$ cat src/rtl/edge_detect_stream.sv
// Streaming 3x3 gradient-magnitude edge detector: 4 kernels, optional binarisation, per-frame edge count.
// Latency: 3 advancing cycles from input handshake to out_valid; sustains 1 beat/cycle with out_ready high.
// Backpressure: all stages advance together only when the output register is empty or draining; in_ready mirrors that.
module edge_detect_stream #(
  parameter int DATA_WIDTH = 8,
  parameter int CNT_WIDTH  = 24
) (
  input  logic                    clk,
  input  logic                    rst,
  input  logic [1:0]              cfg_mode,
  input  logic [DATA_WIDTH-1:0]   cfg_threshold,
  input  logic                    cfg_binarize,
  input  logic                    in_valid,
  output logic                    in_ready,
  input  logic                    in_sof,
  input  logic [9*DATA_WIDTH-1:0] in_window,
  output logic                    out_valid,
  input  logic                    out_ready,
  output logic                    out_sof,
  output logic [DATA_WIDTH-1:0]   out_pixel,
  output logic                    out_edge,
  output logic [CNT_WIDTH-1:0]    edge_count,
  output logic                    edge_count_valid
);

  localparam int W  = DATA_WIDTH;
  // Signed gradient width: a Sobel sum is at most 4*(2^W-1), so W+3 bits plus headroom.
  localparam int GW = W + 4;
  // |gx|+|gy| needs one bit more than each magnitude.
  localparam int SW = W + 5;

  localparam logic [W-1:0]         PIX_MAX = {W{1'b1}};
  localparam logic [CNT_WIDTH-1:0] CNT_MAX = {CNT_WIDTH{1'b1}};

  typedef enum logic [1:0] {
    MODE_FWD     = 2'd0,
    MODE_ROBERTS = 2'd1,
    MODE_PREWITT = 2'd2,
    MODE_SOBEL   = 2'd3
  } mode_e;

  typedef struct packed {
    mode_e        mode;
    logic [W-1:0] thr;
    logic         bin;
  } cfg_t;

  // ------------------------------------------------------------------
  // Handshake
  // ------------------------------------------------------------------
  logic advance;
  logic in_hs;
  logic out_hs;

  // ------------------------------------------------------------------
  // State
  // ------------------------------------------------------------------
  cfg_t                  act_cfg_q, act_cfg_d;

  logic                  s1_vld_q, s1_vld_d;
  logic                  s1_sof_q, s1_sof_d;
  cfg_t                  s1_cfg_q, s1_cfg_d;
  logic signed [GW-1:0]  s1_gx_q, s1_gx_d;
  logic signed [GW-1:0]  s1_gy_q, s1_gy_d;

  logic                  s2_vld_q, s2_vld_d;
  logic                  s2_sof_q, s2_sof_d;
  logic [W-1:0]          s2_thr_q, s2_thr_d;
  logic                  s2_bin_q, s2_bin_d;
  logic [W-1:0]          s2_mag_q, s2_mag_d;

  logic                  out_vld_q, out_vld_d;
  logic                  out_sof_q, out_sof_d;
  logic [W-1:0]          out_pix_q, out_pix_d;
  logic                  out_edge_q, out_edge_d;

  logic [CNT_WIDTH-1:0]  run_cnt_q, run_cnt_d;
  logic                  seen_sof_q, seen_sof_d;
  logic [CNT_WIDTH-1:0]  edge_cnt_q, edge_cnt_d;
  logic                  edge_cnt_vld_q, edge_cnt_vld_d;

  // ------------------------------------------------------------------
  // Combinational datapath
  // ------------------------------------------------------------------
  cfg_t                  beat_cfg;
  logic signed [GW-1:0]  px [9];
  logic signed [GW-1:0]  gx_c, gy_c;
  logic [GW-1:0]         abs_gx, abs_gy;
  logic [SW-1:0]         grad_sum, grad_shr;
  logic [W-1:0]          mag_c;
  logic                  edge_c;
  logic [W-1:0]          pix_c;

  assign advance  = !out_vld_q || out_ready;
  assign in_ready = advance;
  assign in_hs    = in_valid && advance;
  assign out_hs   = out_vld_q && out_ready;

  // Config used by the incoming beat: a sof beat brings its own, others inherit the frame's.
  always_comb begin
    beat_cfg = act_cfg_q;
    if (in_sof) begin
      beat_cfg.mode = mode_e'(cfg_mode);
      beat_cfg.thr  = cfg_threshold;
      beat_cfg.bin  = cfg_binarize;
    end
  end

  // Unpack the window into zero-extended signed taps so kernel sums never wrap.
  always_comb begin
    for (int k = 0; k < 9; k++) begin
      px[k] = $signed({{(GW-W){1'b0}}, in_window[k*W +: W]});
    end
  end

  // Stage 1 kernels: horizontal and vertical gradients for the selected operator.
  always_comb begin
    gx_c = '0;
    gy_c = '0;
    case (beat_cfg.mode)
      MODE_FWD: begin
        gx_c = px[5] - px[4];
        gy_c = px[7] - px[4];
      end
      MODE_ROBERTS: begin
        gx_c = px[8] - px[4];
        gy_c = px[7] - px[5];
      end
      MODE_PREWITT: begin
        gx_c = (px[2] + px[5] + px[8]) - (px[0] + px[3] + px[6]);
        gy_c = (px[6] + px[7] + px[8]) - (px[0] + px[1] + px[2]);
      end
      default: begin
        gx_c = (px[2] + px[5] + px[5] + px[8]) - (px[0] + px[3] + px[3] + px[6]);
        gy_c = (px[6] + px[7] + px[7] + px[8]) - (px[0] + px[1] + px[1] + px[2]);
      end
    endcase
  end

  // Stage 2 magnitude: L1 norm, kernel-dependent normalising shift, saturate to pixel range.
  always_comb begin
    abs_gx   = s1_gx_q[GW-1] ? $unsigned(-s1_gx_q) : $unsigned(s1_gx_q);
    abs_gy   = s1_gy_q[GW-1] ? $unsigned(-s1_gy_q) : $unsigned(s1_gy_q);
    grad_sum = {1'b0, abs_gx} + {1'b0, abs_gy};
    if (s1_cfg_q.mode == MODE_FWD || s1_cfg_q.mode == MODE_ROBERTS) begin
      grad_shr = grad_sum >> 1;
    end else begin
      grad_shr = grad_sum >> 2;
    end
    if (grad_shr > {{(SW-W){1'b0}}, PIX_MAX}) begin
      mag_c = PIX_MAX;
    end else begin
      mag_c = grad_shr[W-1:0];
    end
  end

  // Stage 3 threshold and output formatting.
  always_comb begin
    edge_c = (s2_mag_q >= s2_thr_q);
    if (s2_bin_q) begin
      pix_c = edge_c ? PIX_MAX : '0;
    end else begin
      pix_c = s2_mag_q;
    end
  end

  // Pipeline next state: every stage holds unless the whole pipe advances.
  always_comb begin
    act_cfg_d  = act_cfg_q;
    s1_vld_d   = s1_vld_q;
    s1_sof_d   = s1_sof_q;
    s1_cfg_d   = s1_cfg_q;
    s1_gx_d    = s1_gx_q;
    s1_gy_d    = s1_gy_q;
    s2_vld_d   = s2_vld_q;
    s2_sof_d   = s2_sof_q;
    s2_thr_d   = s2_thr_q;
    s2_bin_d   = s2_bin_q;
    s2_mag_d   = s2_mag_q;
    out_vld_d  = out_vld_q;
    out_sof_d  = out_sof_q;
    out_pix_d  = out_pix_q;
    out_edge_d = out_edge_q;

    if (in_hs && in_sof) begin
      act_cfg_d = beat_cfg;
    end

    if (advance) begin
      s1_vld_d   = in_valid;
      s1_sof_d   = in_valid && in_sof;
      s1_cfg_d   = beat_cfg;
      s1_gx_d    = gx_c;
      s1_gy_d    = gy_c;

      s2_vld_d   = s1_vld_q;
      s2_sof_d   = s1_sof_q;
      s2_thr_d   = s1_cfg_q.thr;
      s2_bin_d   = s1_cfg_q.bin;
      s2_mag_d   = mag_c;

      out_vld_d  = s2_vld_q;
      out_sof_d  = s2_sof_q;
      out_pix_d  = pix_c;
      out_edge_d = edge_c;
    end
  end

  // Per-frame edge counting on accepted output beats; the report pulse lasts one cycle.
  always_comb begin
    run_cnt_d      = run_cnt_q;
    seen_sof_d     = seen_sof_q;
    edge_cnt_d     = edge_cnt_q;
    edge_cnt_vld_d = 1'b0;

    if (out_hs) begin
      if (out_sof_q) begin
        // Anything counted before the first sof is not a real frame and is dropped here.
        if (seen_sof_q) begin
          edge_cnt_d     = run_cnt_q;
          edge_cnt_vld_d = 1'b1;
        end
        seen_sof_d = 1'b1;
        run_cnt_d  = {{(CNT_WIDTH-1){1'b0}}, out_edge_q};
      end else if (out_edge_q && run_cnt_q != CNT_MAX) begin
        run_cnt_d = run_cnt_q + 1'b1;
      end
    end
  end

  // Pipeline registers; reset flushes in-flight beats and restores the default config.
  always_ff @(posedge clk or negedge rst) begin
    if (!rst) begin
      act_cfg_q  <= '0;
      s1_vld_q   <= 1'b0;
      s1_sof_q   <= 1'b0;
      s1_cfg_q   <= '0;
      s1_gx_q    <= '0;
      s1_gy_q    <= '0;
      s2_vld_q   <= 1'b0;
      s2_sof_q   <= 1'b0;
      s2_thr_q   <= '0;
      s2_bin_q   <= 1'b0;
      s2_mag_q   <= '0;
      out_vld_q  <= 1'b0;
      out_sof_q  <= 1'b0;
      out_pix_q  <= '0;
      out_edge_q <= 1'b0;
    end else begin
      act_cfg_q  <= act_cfg_d;
      s1_vld_q   <= s1_vld_d;
      s1_sof_q   <= s1_sof_d;
      s1_cfg_q   <= s1_cfg_d;
      s1_gx_q    <= s1_gx_d;
      s1_gy_q    <= s1_gy_d;
      s2_vld_q   <= s2_vld_d;
      s2_sof_q   <= s2_sof_d;
      s2_thr_q   <= s2_thr_d;
      s2_bin_q   <= s2_bin_d;
      s2_mag_q   <= s2_mag_d;
      out_vld_q  <= out_vld_d;
      out_sof_q  <= out_sof_d;
      out_pix_q  <= out_pix_d;
      out_edge_q <= out_edge_d;
    end
  end

  // Counter registers; reset discards any partial frame count.
  always_ff @(posedge clk or negedge rst) begin
    if (!rst) begin
      run_cnt_q      <= '0;
      seen_sof_q     <= 1'b0;
      edge_cnt_q     <= '0;
      edge_cnt_vld_q <= 1'b0;
    end else begin
      run_cnt_q      <= run_cnt_d;
      seen_sof_q     <= seen_sof_d;
      edge_cnt_q     <= edge_cnt_d;
      edge_cnt_vld_q <= edge_cnt_vld_d;
    end
  end

  assign out_valid        = out_vld_q;
  assign out_sof          = out_sof_q;
  assign out_pixel        = out_pix_q;
  assign out_edge         = out_edge_q;
  assign edge_count       = edge_cnt_q;
  assign edge_count_valid = edge_cnt_vld_q;

endmodule

$ cat config.mk
export PLATFORM = sky130hd
export DESIGN_NAME = edge_detect_stream
export DESIGN_NICKNAME = d
export VERILOG_FILES = /design/src/rtl/edge_detect_stream.sv
export SDC_FILE = /design/constraint.sdc
export NUM_CORES = 1
export LEC_CHECK = 0
export ABC_AREA = 1
export CAP_MARGIN = 40
export CORE_MARGIN = 2
export CORE_UTILIZATION = 55
export CTS_CLUSTER_SIZE = 28
export DETAILED_ROUTE_END_ITERATION = 10
export GPL_TIMING_DRIVEN = 0
export PLACE_DENSITY = 0.8
export SYNTH_ARGS = -nofsm -noshare
export SYNTH_HDL_FRONTEND = slang
export SYNTH_SLANG_ARGS = --single-unit
$ cat constraint.sdc
create_clock -name clk -period 7.6 [get_ports clk]
set_clock_uncertainty 0.05 [all_clocks]
set_input_delay 0.76 -clock clk [delete_from_list [all_inputs] [get_ports clk]]
set_output_delay 0.76 -clock clk [all_outputs]
set_load 0.01 [all_outputs]
==> results.md <==
- Chip height: around 170 µm
- Least-Margin Pin Slew: between 700 and 800 ps
- Cts bufs inserted: 17
- Vias in the first global route: about 14000
- RSZ-0062 raised after global routing: false
- Hold Buf Count CTS: 0
- Rows: 60
- Critical path capture point type: register
- Fin util: about 64%
- Int Pwr: about 0.0033 W
- Pwr dens: about 410 mW/mm²
- Synth cell types: between 40 and 50
- Root buffer cell: clkbuf_16
- Yosys warnings: 0
- Maximum vdd drop: ~0.21 mV
- Setup TNS: 0 ps
- Biggest area consumer among synthesized cells: dfrtp_1
- Remaining DRCs: 0
- Core Region: roughly 0.027 mm²
- Grt ovf: 0
- Fmax: 0.172 GHz
- Routed len/inst: 17.3 µm
- Class of the worst hold path: in2async
- Initial antenna violation count: 0
- Clock Power Share: a little under an eighth
- Worst EP arrival: slightly above 6000 ps
- CTS tree: built
- Fillers: roughly 2400
- RD Place Congestion: 0.930
- Final Max Tran Viols: 0
- Global-route wire length before repair: just over 70000 µm
- Share of post-route cells with drive strength above 1: 3.72%
- Worst path required time: 7840 ps
- Post-synth EDFFs: 0
- Period minus WS final: 5820 ps
- Async set-reset flop share out of synthesis: between 90% and 100%
- DP Wirelength: 37600 µm
- Number of diodes: 0
- Sw Ratio: between 50% and 60%
- Final setup violation count: 0
- Leak: 9.10 nW
- Initial Util: about 55%
- Chip Width: around 170 µm
- Drt first pass iters: 5
- Largest net degree at the start of global routing: a little under 80
- Max capacitance violation total: 0
- Register area share after synthesis: between 20% and 30%
- 1st-iter DRT viols: ~1200
- Total setup buffers inserted after CTS: 0
- Syn Std Cell Area: ~0.015 mm²
- Final hold vios: 0
- Mapped Cells: about 2100
- Post-route clock period utilization: between 70% and 80%
- Switching pwr: between 0.003 and 0.004 W
- Run status: complete, no violations
- Maximum clock insertion buffer count: 2
- Die area: 0.0282 mm²
- Sequential Power Share: approximately 17%
- Synth area leaders: dfrtp_1 21%, fa_1 13%, ha_1 12%, inv_1 12%, nand2_1 11%
- Sink Count: around 130
- Clock latency on the worst-skew pair: roughly 430 ps
- Commonest cells in the netlist: 464 x inv_1, 452 x nand2_1, 155 x nand3_1
- GRT Overall Usage: 32.5%
- Predominant post-synthesis flop cell: dfrtp_1
- DR vias: between 10000 and 15000
- Net Count, Synth: approximately 2400
- Rel. slew slack: between 40% and 50%
- Area Overhead vs Synth: 15.5%
- Post-Syn Area per Cell: 7.03 µm²
- Vias per std cell: about 5.5
- Comb power frac: between 70% and 80%
- CP Launch Type: primary input
- Crit Path Max Fanout: 7
- Most frequent cell after synthesis: inv_1
- H-tree level count: 4
- Fin nets: between 2000 and 3000
- Share of the synthesized area in the top cell type: between 20% and 30%
- # port buffers: ~120
- Detail Route Antenna Nets: 0
- PostCTS Resize Cnt: 0
- Clk slew on worst S/H paths: around 60 ps
- Synthesized flop and latch total: roughly 130
- IO Pins: 125
- Kind of critical path: in2reg
- Detailed Route WL: about 45000 µm
## power groups by stage
stage | Combinational, W | Clock (W) | Sequential (W)
after floorplan | 0.00363 | 0 | 0.00116
after global placement | 0.00489 | 0 | 0.00116
after detailed placement | 0.00502 | 0 | 0.00117
after CTS | 0.00505 | 0.000832 | 0.00116
after global routing | 0.00581 | 0.000861 | 0.00120
final | 0.00508 | 0.000833 | 0.00117
## metal layers
metal,up-vias,part of all wire [%],global-route usage [%],wire (µm)
li1,6968,-,-,-
met1,6672,42,41.3,18900
met2,486,49,57.6,22000
met3,99,5.2,2.84,2350
met4,0,4.2,13.1,1880
met5,-,0,0,0
## path summary, 6_finish.rpt
check,from,endpoint,slack (ps),cells after the start
worst max register to register,s1_gx_q[4],s2_mag_q[4],4450,19
min in group clk,s2_vld_q,out_valid,410,2
worst min-delay path,rst,out_pixel[6],220,1
max in group asynchronous,rst,edge_count[15],6520,2
worst min register to register,s2_vld_q,out_valid,410,2
worst max-delay path,in_window[57],s1_gy_q[7],1780,21
## cell type report
| class | count | area (µm²) | area share (%) |
|---|---|---|---|
| multi-input combinational | 1468 | 9660 | 56.5 |
| sequential | 127 | 3180 | 18.6 |
| inverter | 472 | 1780 | 10.4 |
| timing repair buffer | 125 | 1270 | 7.43 |
| clock buffer | 19 | 443 | 2.59 |
| tap | 341 | 427 | 2.50 |
| buffer | 37 | 179 | 1.05 |
| clock inverter | 13 | 155 | 0.908 |
## flip-flops by register name, summed over array words and instances (netlist names), 8 cells and up
name and cells:
run_cnt_q 24, act_cfg_q 11, s1_gy_q 12, out_pixel 8, edge_count 24, s1_gx_q 12, s2_mag_q 8, s1_cfg_q 10
s2_thr_q 8
## cells by family after synthesis
kind of cell    count (synthesis)  synth area share (%)
compound gates                330                  12.2
xor+xnor                       53                  3.14
fa+ha+maj                     241                  25.3
buf+inv                       509                  13.2
flops                         127                  21.5
mux                             2                 0.152
simple gates                  842                  24.5
## per-stage QoR
step | power, W | hold slack, ps | worst slack [ps] | cells | area, µm²
global route | 0.00787 | 258 | 1430 | 2602 | 17100
global placement | 0.00605 | 383 | 769 | 2569 | 16500
CTS | 0.00705 | 246 | 1820 | 2602 | 17100
floorplan | 0.00479 | 370 | 2820 | 2104 | 14800
detailed placement | 0.00619 | 394 | 1380 | 2570 | 16500
finish | 0.00708 | 221 | 1780 | 2602 | 17100
## worst max-delay path, cell delays in order
cell	delay, ps
clkdlybuf4s50_1	790
inv_1	190
fa_1	460
o21ai_0	300
xor2_1	200
fa_1	510
inv_1	50
fa_1	470
inv_1	60
fa_1	530
inv_1	50
ha_1	380
nand2_1	60
o21ai_0	500
a21oi_1	130
nand2_1	90
nand3_1	110
nand2_1	80
inv_1	50
o21ai_0	190
nand2_1	90
## cells in the final DEF (no fill, tap or decap), types with 37 or more instances in the layout
cell / synthesis / routed
a21oi_1: 139 / 139
clkdlybuf4s50_1: 0 / 123
dfrtp_1: 127 / 127
fa_1: 97 / 97
ha_1: 144 / 144
inv_1: 464 / 464
nand2_1: 452 / 452
nand3_1: 155 / 155
nand4_1: 48 / 48
nor2_1: 132 / 132
o21ai_0: 108 / 108
xor2_1: 37 / 37
No activity file was read; power rests on OpenSTA's default activity.
